===== config.mk =====
export PLATFORM = sky130hd
export DESIGN_NAME = alu_multicycle
export DESIGN_NICKNAME = d
export VERILOG_FILES = /design/src/rtl/alu_pkg.sv /design/src/rtl/alu_muldiv_iter.sv /design/src/rtl/alu_multicycle.sv
export SDC_FILE = /design/constraint.sdc
export NUM_CORES = 1
export LEC_CHECK = 0
export BUFFER_PORTS_ARGS = -buffer_cell sky130_fd_sc_hd__buf_4
export CORE_MARGIN = 2
export CORE_UTILIZATION = 45
export CTS_CLUSTER_SIZE = 12
export DETAILED_ROUTE_END_ITERATION = 10
export PLACE_DENSITY = 0.68
export SYNTH_ARGS = -nofsm -noshare
export SYNTH_HDL_FRONTEND = slang
export SYNTH_SLANG_ARGS = --single-unit
export TNS_END_PERCENT = 30

===== constraint.sdc =====
create_clock -name clk -period 1.44 [get_ports clk]
set_clock_uncertainty 0.2 [all_clocks]
set_input_delay 0.432 -clock clk [delete_from_list [all_inputs] [get_ports clk]]
set_output_delay 0.432 -clock clk [all_outputs]
set_load 0.005 [all_outputs]

===== src/rtl/alu_pkg.sv =====
// Shared op-codes, FSM state type and iteration-counter sizing for alu_multicycle.
package alu_pkg;

    localparam logic [2:0] OP_AND  = 3'b000;
    localparam logic [2:0] OP_OR   = 3'b001;
    localparam logic [2:0] OP_ADD  = 3'b010;
    localparam logic [2:0] OP_SUB  = 3'b110;
    localparam logic [2:0] OP_SLT  = 3'b111;
    localparam logic [2:0] OP_MULU = 3'b011;
    localparam logic [2:0] OP_DIVU = 3'b100;

    typedef enum logic {StIdle, StRun} state_t;

    function automatic int unsigned cnt_width(input int unsigned width);
        return $clog2(width + 1);
    endfunction

endpackage


===== src/rtl/alu_muldiv_iter.sv =====
// Iterative unsigned shift-add multiplier / restoring divider, one bit per step.
// o_*_nxt expose the value the registers take on the next step so the caller can latch the final one.
module alu_muldiv_iter
    import alu_pkg::*;
#(
    parameter int unsigned WIDTH = 32
) (
    input  logic             clk,
    input  logic             reset,
    input  logic             i_load,
    input  logic             i_step,
    input  logic             i_div,
    input  logic [WIDTH-1:0] i_a,
    input  logic [WIDTH-1:0] i_b,
    output logic [WIDTH-1:0] o_lo_nxt,
    output logic [WIDTH-1:0] o_hi_nxt,
    output logic             o_last
);
    localparam int unsigned CW = cnt_width(WIDTH);

    logic             r_div;
    logic [WIDTH-1:0] r_hi;
    logic [WIDTH-1:0] r_lo;
    logic [WIDTH-1:0] r_opnd;
    logic [CW-1:0]    r_cnt;

    logic [WIDTH:0]   w_add;
    logic [WIDTH:0]   w_mul;
    logic [WIDTH:0]   w_shl;
    logic [WIDTH-1:0] w_sub;
    logic             w_ge;

    // Multiply: {r_hi,r_lo} is accumulator:multiplier. Divide: r_hi is remainder, r_lo quotient.
    always_comb begin
        w_add = {1'b0, r_hi} + {1'b0, r_opnd};
        w_mul = r_lo[0] ? w_add : {1'b0, r_hi};
        w_shl = {r_hi, r_lo[WIDTH-1]};
        w_ge  = w_shl >= {1'b0, r_opnd};
        w_sub = w_shl[WIDTH-1:0] - r_opnd;
        if (r_div) begin
            o_hi_nxt = w_ge ? w_sub : w_shl[WIDTH-1:0];
            o_lo_nxt = {r_lo[WIDTH-2:0], w_ge};
        end else begin
            o_hi_nxt = w_mul[WIDTH:1];
            o_lo_nxt = {w_mul[0], r_lo[WIDTH-1:1]};
        end
    end

    assign o_last = (r_cnt == CW'(1));

    always_ff @(posedge clk or posedge reset) begin
        if (reset) begin
            r_div  <= 1'b0;
            r_hi   <= '0;
            r_lo   <= '0;
            r_opnd <= '0;
            r_cnt  <= '0;
        end else if (i_load) begin
            r_div  <= i_div;
            r_hi   <= '0;
            r_lo   <= i_div ? i_a : i_b;
            r_opnd <= i_div ? i_b : i_a;
            r_cnt  <= CW'(WIDTH);
        end else if (i_step) begin
            r_hi  <= o_hi_nxt;
            r_lo  <= o_lo_nxt;
            r_cnt <= r_cnt - CW'(1);
        end
    end

endmodule


===== src/rtl/alu_multicycle.sv =====
// Multi-cycle EX unit: single-cycle logic/arith ops plus iterative MULU/DIVU.
// MULU/DIVU and the RUN state exist only when ALU_MULDIV_EN is defined.
module alu_multicycle
    import alu_pkg::*;
#(
    parameter int unsigned WIDTH = 32
) (
    input  logic             clk,
    input  logic             reset,
    input  logic             start,
    input  logic [2:0]       op,
    input  logic [WIDTH-1:0] a,
    input  logic [WIDTH-1:0] b,
    output logic             busy,
    output logic             done,
    output logic [WIDTH-1:0] result,
    output logic [WIDTH-1:0] hi,
    output logic             zero,
    output logic             overflow
);
    logic [WIDTH-1:0] r_result;
    logic [WIDTH-1:0] r_hi;
    logic             r_zero;
    logic             r_ovf;
    logic             r_done;

    logic [WIDTH-1:0] w_result_d;
    logic [WIDTH-1:0] w_hi_d;
    logic             w_zero_d;
    logic             w_ovf_d;
    logic             w_done_d;

    logic [WIDTH-1:0] w_sum;
    logic [WIDTH-1:0] w_dif;
    logic [WIDTH-1:0] w_sc_res;
    logic             w_sc_ovf;

    assign w_sum = a + b;
    assign w_dif = a - b;

    always_comb begin
        w_sc_res = '0;
        w_sc_ovf = 1'b0;
        case (op)
            OP_AND: w_sc_res = a & b;
            OP_OR:  w_sc_res = a | b;
            OP_ADD: begin
                w_sc_res = w_sum;
                w_sc_ovf = (a[WIDTH-1] == b[WIDTH-1]) && (w_sum[WIDTH-1] != a[WIDTH-1]);
            end
            OP_SUB: begin
                w_sc_res = w_dif;
                w_sc_ovf = (a[WIDTH-1] != b[WIDTH-1]) && (w_dif[WIDTH-1] != a[WIDTH-1]);
            end
            OP_SLT: w_sc_res[0] = $signed(a) < $signed(b);
            default: ;
        endcase
    end

`ifdef ALU_MULDIV_EN
    state_t           r_state;
    state_t           w_state_d;
    logic             w_load;
    logic             w_step;
    logic             w_last;
    logic [WIDTH-1:0] w_md_lo;
    logic [WIDTH-1:0] w_md_hi;

    alu_muldiv_iter #(
        .WIDTH(WIDTH)
    ) u_iter (
        .clk      (clk),
        .reset    (reset),
        .i_load   (w_load),
        .i_step   (w_step),
        .i_div    (op == OP_DIVU),
        .i_a      (a),
        .i_b      (b),
        .o_lo_nxt (w_md_lo),
        .o_hi_nxt (w_md_hi),
        .o_last   (w_last)
    );

    always_comb begin
        w_state_d  = r_state;
        w_load     = 1'b0;
        w_step     = 1'b0;
        w_result_d = r_result;
        w_hi_d     = r_hi;
        w_zero_d   = r_zero;
        w_ovf_d    = r_ovf;
        w_done_d   = 1'b0;
        if (r_state == StRun) begin
            w_step = 1'b1;
            if (w_last) begin
                w_state_d  = StIdle;
                w_result_d = w_md_lo;
                w_hi_d     = w_md_hi;
                w_zero_d   = (w_md_lo == '0);
                w_ovf_d    = 1'b0;
                w_done_d   = 1'b1;
            end
        end else if (start) begin
            if (op == OP_MULU || op == OP_DIVU) begin
                w_load    = 1'b1;
                w_state_d = StRun;
            end else begin
                w_result_d = w_sc_res;
                w_hi_d     = '0;
                w_zero_d   = (w_sc_res == '0);
                w_ovf_d    = w_sc_ovf;
                w_done_d   = 1'b1;
            end
        end
    end

    always_ff @(posedge clk or posedge reset) begin
        if (reset) r_state <= StIdle;
        else       r_state <= w_state_d;
    end

    assign busy = (r_state == StRun);
`else
    always_comb begin
        w_result_d = r_result;
        w_hi_d     = r_hi;
        w_zero_d   = r_zero;
        w_ovf_d    = r_ovf;
        w_done_d   = 1'b0;
        if (start) begin
            w_result_d = w_sc_res;
            w_hi_d     = '0;
            w_zero_d   = (w_sc_res == '0);
            w_ovf_d    = w_sc_ovf;
            w_done_d   = 1'b1;
        end
    end

    assign busy = 1'b0;
`endif

    always_ff @(posedge clk or posedge reset) begin
        if (reset) begin
            r_result <= '0;
            r_hi     <= '0;
            r_zero   <= 1'b0;
            r_ovf    <= 1'b0;
            r_done   <= 1'b0;
        end else begin
            r_result <= w_result_d;
            r_hi     <= w_hi_d;
            r_zero   <= w_zero_d;
            r_ovf    <= w_ovf_d;
            r_done   <= w_done_d;
        end
    end

    assign result   = r_result;
    assign hi       = r_hi;
    assign zero     = r_zero;
    assign overflow = r_ovf;
    assign done     = r_done;

endmodule


==> results.cfg <==
[route]
wire_per_inst_um = 18.3
ant_nets = 0
drc = 0
dr_total_vias = 9007
detail_route.first_pass.iterations = 5
drt-vias-per-instance = 5.79
drt-total-wl_um = 28400
drt_first_iter_violations = 872

[place]
placement.setup.worst_slack_ns = -2.71
dp_hpwl_um = 20900
placed_area_mm2 = 0.0103
dpl.cell_count = 1511
port_buffers = 104
routabilityCongestion = 0.998

[yosys]
synth_warnings = 0
synth_top_flop_cell = sky130_fd_sc_hd__dfrtp_1
synth.ff_latch_count = 35
synth_cell_type_count = 80
synth_cells = 933
synth_area_leader = sky130_fd_sc_hd__ha_1
syn_area_mm2 = 0.00672
synth_area_leaders = sky130_fd_sc_hd__ha_1, sky130_fd_sc_hd__dfrtp_1, sky130_fd_sc_hd__a21oi_1
synth_largest_type_area_fraction = 0.181
synth_async_sr_flop_share = 1.00
synth-edff-count = 0
synth.yosys.seq_area_share = 0.130
post_synth.cell_area_avg_um2 = 7.21

[final_layout]
synthToLayoutAreaGrowth_pct = 73.7
share_of_post_route_cells_with_drive_strength_above_1 = 0.493
final_cells = 1556
layout.cells.most_common_list = sky130_fd_sc_hd__buf_4, sky130_fd_sc_hd__nor2_1, sky130_fd_sc_hd__ha_1, sky130_fd_sc_hd__inv_1, sky130_fd_sc_hd__a21oi_1
net_total_in_the_final_layout = 1540
mostFrequentLayoutCell = sky130_fd_sc_hd__buf_4
antenna_cells = 0
layout_cell_area_excl_fill_mm2 = 0.0117

[critical_path]
timing.critical_path.to_type = flip-flop
critical_path.startpoint_type = primary input
critical_path_class = primary input to flip-flop
critPathMaxFanout = 4
critical_path.slowest_cell = sky130_fd_sc_hd__or3b_4
cp.required_ns = 1.43
cp_slowest_stage_delay_ns = 0.42
cp.buffers_inverters = 5
worstPathCellList = buf_8 -> inv_6 -> ha_4 -> buf_6 -> inv_2 -> a221o_1 -> or3b_4 -> a41oi_4 -> a21boi_2 -> buf_4 -> a21boi_2 -> o22a_1 -> nor4b_2 -> nand4_1 -> nor4_2 -> nand4_1 -> o32ai_1
timing.critical_path.max_delay_family = simple AND/OR/NAND/NOR gates
timing.critical_path.arrival_ns = 3.77

[floorplanning]
floorplan.die.height_um = 126
initial_utilization = 0.461
ios = 138
core_region_area_mm2 = 0.0146
placement_rows = 44
die_x_um = 126
die-area_mm2 = 0.0159

[global_route]
antenna_violations_before_repair = 0
first_global_vias = 8744
largest_net_degree_at_the_start_of_global_routing = 55
grt_overflow = 0
grt_usage = 0.336
grt_first_pass_wirelength_um = 43900

[sta]
maxClockFrequency_mhz = 265
timing_worst_slew_pin_value_ns = 0.761
maxSlewHeadroom = 0.490
finalWorstSetupSlack_ns = -2.34
timing.final.crit_share = 2.62
setup_violations = 52
finalWorstPathRequiredPeriod_ns = 3.78
finalMaxSlewViolations = 0
final_number_of_hold_violating_endpoints = 0
setup_repair_after_global_routing_missed_its_margin = yes

[cts]
cts-root-to-sink-buffers = 2
tritoncts_clock_tree = built
cts_buffers = 5
path_clk_slew_ns = 0.06
cts_hold_repair.buffers = 0
insertion_delay_ns = 0.28
clock_sinks = 35
ctsHtreeMaxLevel = 2
cts_root_buffer = sky130_fd_sc_hd__clkbuf_16

[run]
drv.max_cap_violation_count = 0

[status]
status = finished with violations
violations = setup timing

[pwr]
power.sequential.fraction = 0.169
total_switching_power_mw = 2.92
cellPowerDensity_mw_per_mm2 = 624
ir_drop_mv = 0.489
combPwrFrac = 0.657
power.clock.fraction = 0.174
power.switching_fraction = 0.401
internal_power_mw = 4.37
power.static_leakage_nw = 5.65

[hold_path]
min-delay-path-class = primary input to async pin
flip-flops by register name (all words and copies together) (netlist names):
name      cells
overflow      1
zero          1
done          1
result       32
worst paths after layout:
| kind | startpoint | end | slack, ns | cells after the start |
|---|---|---|---|---|
| setup / recovery | b[4] | zero$_DFFE_PP0P_ | -2.34 | 17 |
| hold / removal | reset | result[10]$_DFFE_PP0P_ | 0.002 | 3 |
| setup reg to reg | result[21]$_DFFE_PP0P_ | result[21]$_DFFE_PP0P_ | 0.37 | 1 |
| hold reg to reg | result[1]$_DFFE_PP0P_ | result[1]$_DFFE_PP0P_ | 0.32 | 1 |
| max in group asynchronous | reset | result[11]$_DFFE_PP0P_ | 0.85 | 3 |
| min in group clk | result[1]$_DFFE_PP0P_ | result[1]$_DFFE_PP0P_ | 0.32 | 1 |
cells by family (layout without fill, tap and decap cells):
logic type               count (synthesis)  in the layout  synth area share
multiplexers                            20             20            0.0318
buffers and inverters                  184            591             0.137
AO/OA/AOI/OAI                          309            309             0.300
AND/OR/NAND/NOR                        261            261             0.182
flip-flops                              35             35             0.130
XOR/XNOR                                24             24            0.0313
other                                    1             33          0.000558
adder cells (fa/ha/maj)                 99             99             0.186
layout make-up:
type | instances | area (um^2)
Multi-Input combinational cell | 746 | 6070
Timing Repair Buffer | 480 | 3880
Fill cell | 968 | 2910
Sequential cell | 35 | 876
Inverter | 103 | 444
Tap cell | 184 | 230
Clock buffer | 5 | 125
Clock inverter | 3 | 43.8
per-layer routing:
layer	global-route usage	up-vias	wire length (um)
met5	0	-	0
met4	0.120	0	1140
met3	0.0408	125	2140
met2	0.565	527	13500
met1	0.443	4245	11600
li1	-	4110	-
power by group through the flow:
stage          clock network, mW  logic (mW)  registers (mW)
2_1_floorplan                  0        2.02            1.21
3_3_place_gp                   0        3.87            1.22
3_5_place_dp                   0        3.92            1.22
4_1_cts                     1.26        4.37            1.22
5_1_grt                     1.31        5.09            1.24
6_report                    1.26        4.79            1.23
tightest hold or removal path, cell delays in order:
cell and delay, ns:
sky130_fd_sc_hd__buf_4 0.11, sky130_fd_sc_hd__inv_1 0.08, sky130_fd_sc_hd__buf_12 0.22
repair_timing:
| action | CTS | global route |
|---|---|---|
| pin swaps | 81 | 47 |
| endpoints found under the setup margin | 51 | 66 |
| buffers inserted | 37 | 14 |
| gates cloned | 0 | 0 |
| gates resized for setup | 141 | 72 |
cell usage after synthesis (17+ instances only):
| master | n |
|---|---|
| sky130_fd_sc_hd__a21oi_1 | 100 |
| sky130_fd_sc_hd__clkbuf_1 | 31 |
| sky130_fd_sc_hd__nor2_1 | 90 |
| sky130_fd_sc_hd__xnor2_1 | 19 |
| sky130_fd_sc_hd__dfrtp_1 | 35 |
| sky130_fd_sc_hd__o21ai_0 | 56 |
| sky130_fd_sc_hd__ha_1 | 97 |
| sky130_fd_sc_hd__nand3_1 | 21 |
| sky130_fd_sc_hd__a211oi_1 | 17 |
| sky130_fd_sc_hd__inv_1 | 101 |
| sky130_fd_sc_hd__buf_4 | 34 |
| sky130_fd_sc_hd__nand2_1 | 66 |
through the flow:
step / utilization / TNS [ns] / hold WS, ns / power [mW]
finish: 0.800 / -51.97 / 0.00233 / 7.29
global route: 0.800 / -54.88 / 0.0241 / 7.65
CTS: 0.774 / -49.78 / 0.00893 / 6.85
detailed placement: 0.704 / -60.82 / 0.289 / 5.14
global placement: 0.704 / -59.26 / 0.281 / 5.09
floorplan: - / -40.43 / 0.263 / 3.23
Note: power is estimated with default switching activity, not from simulation.
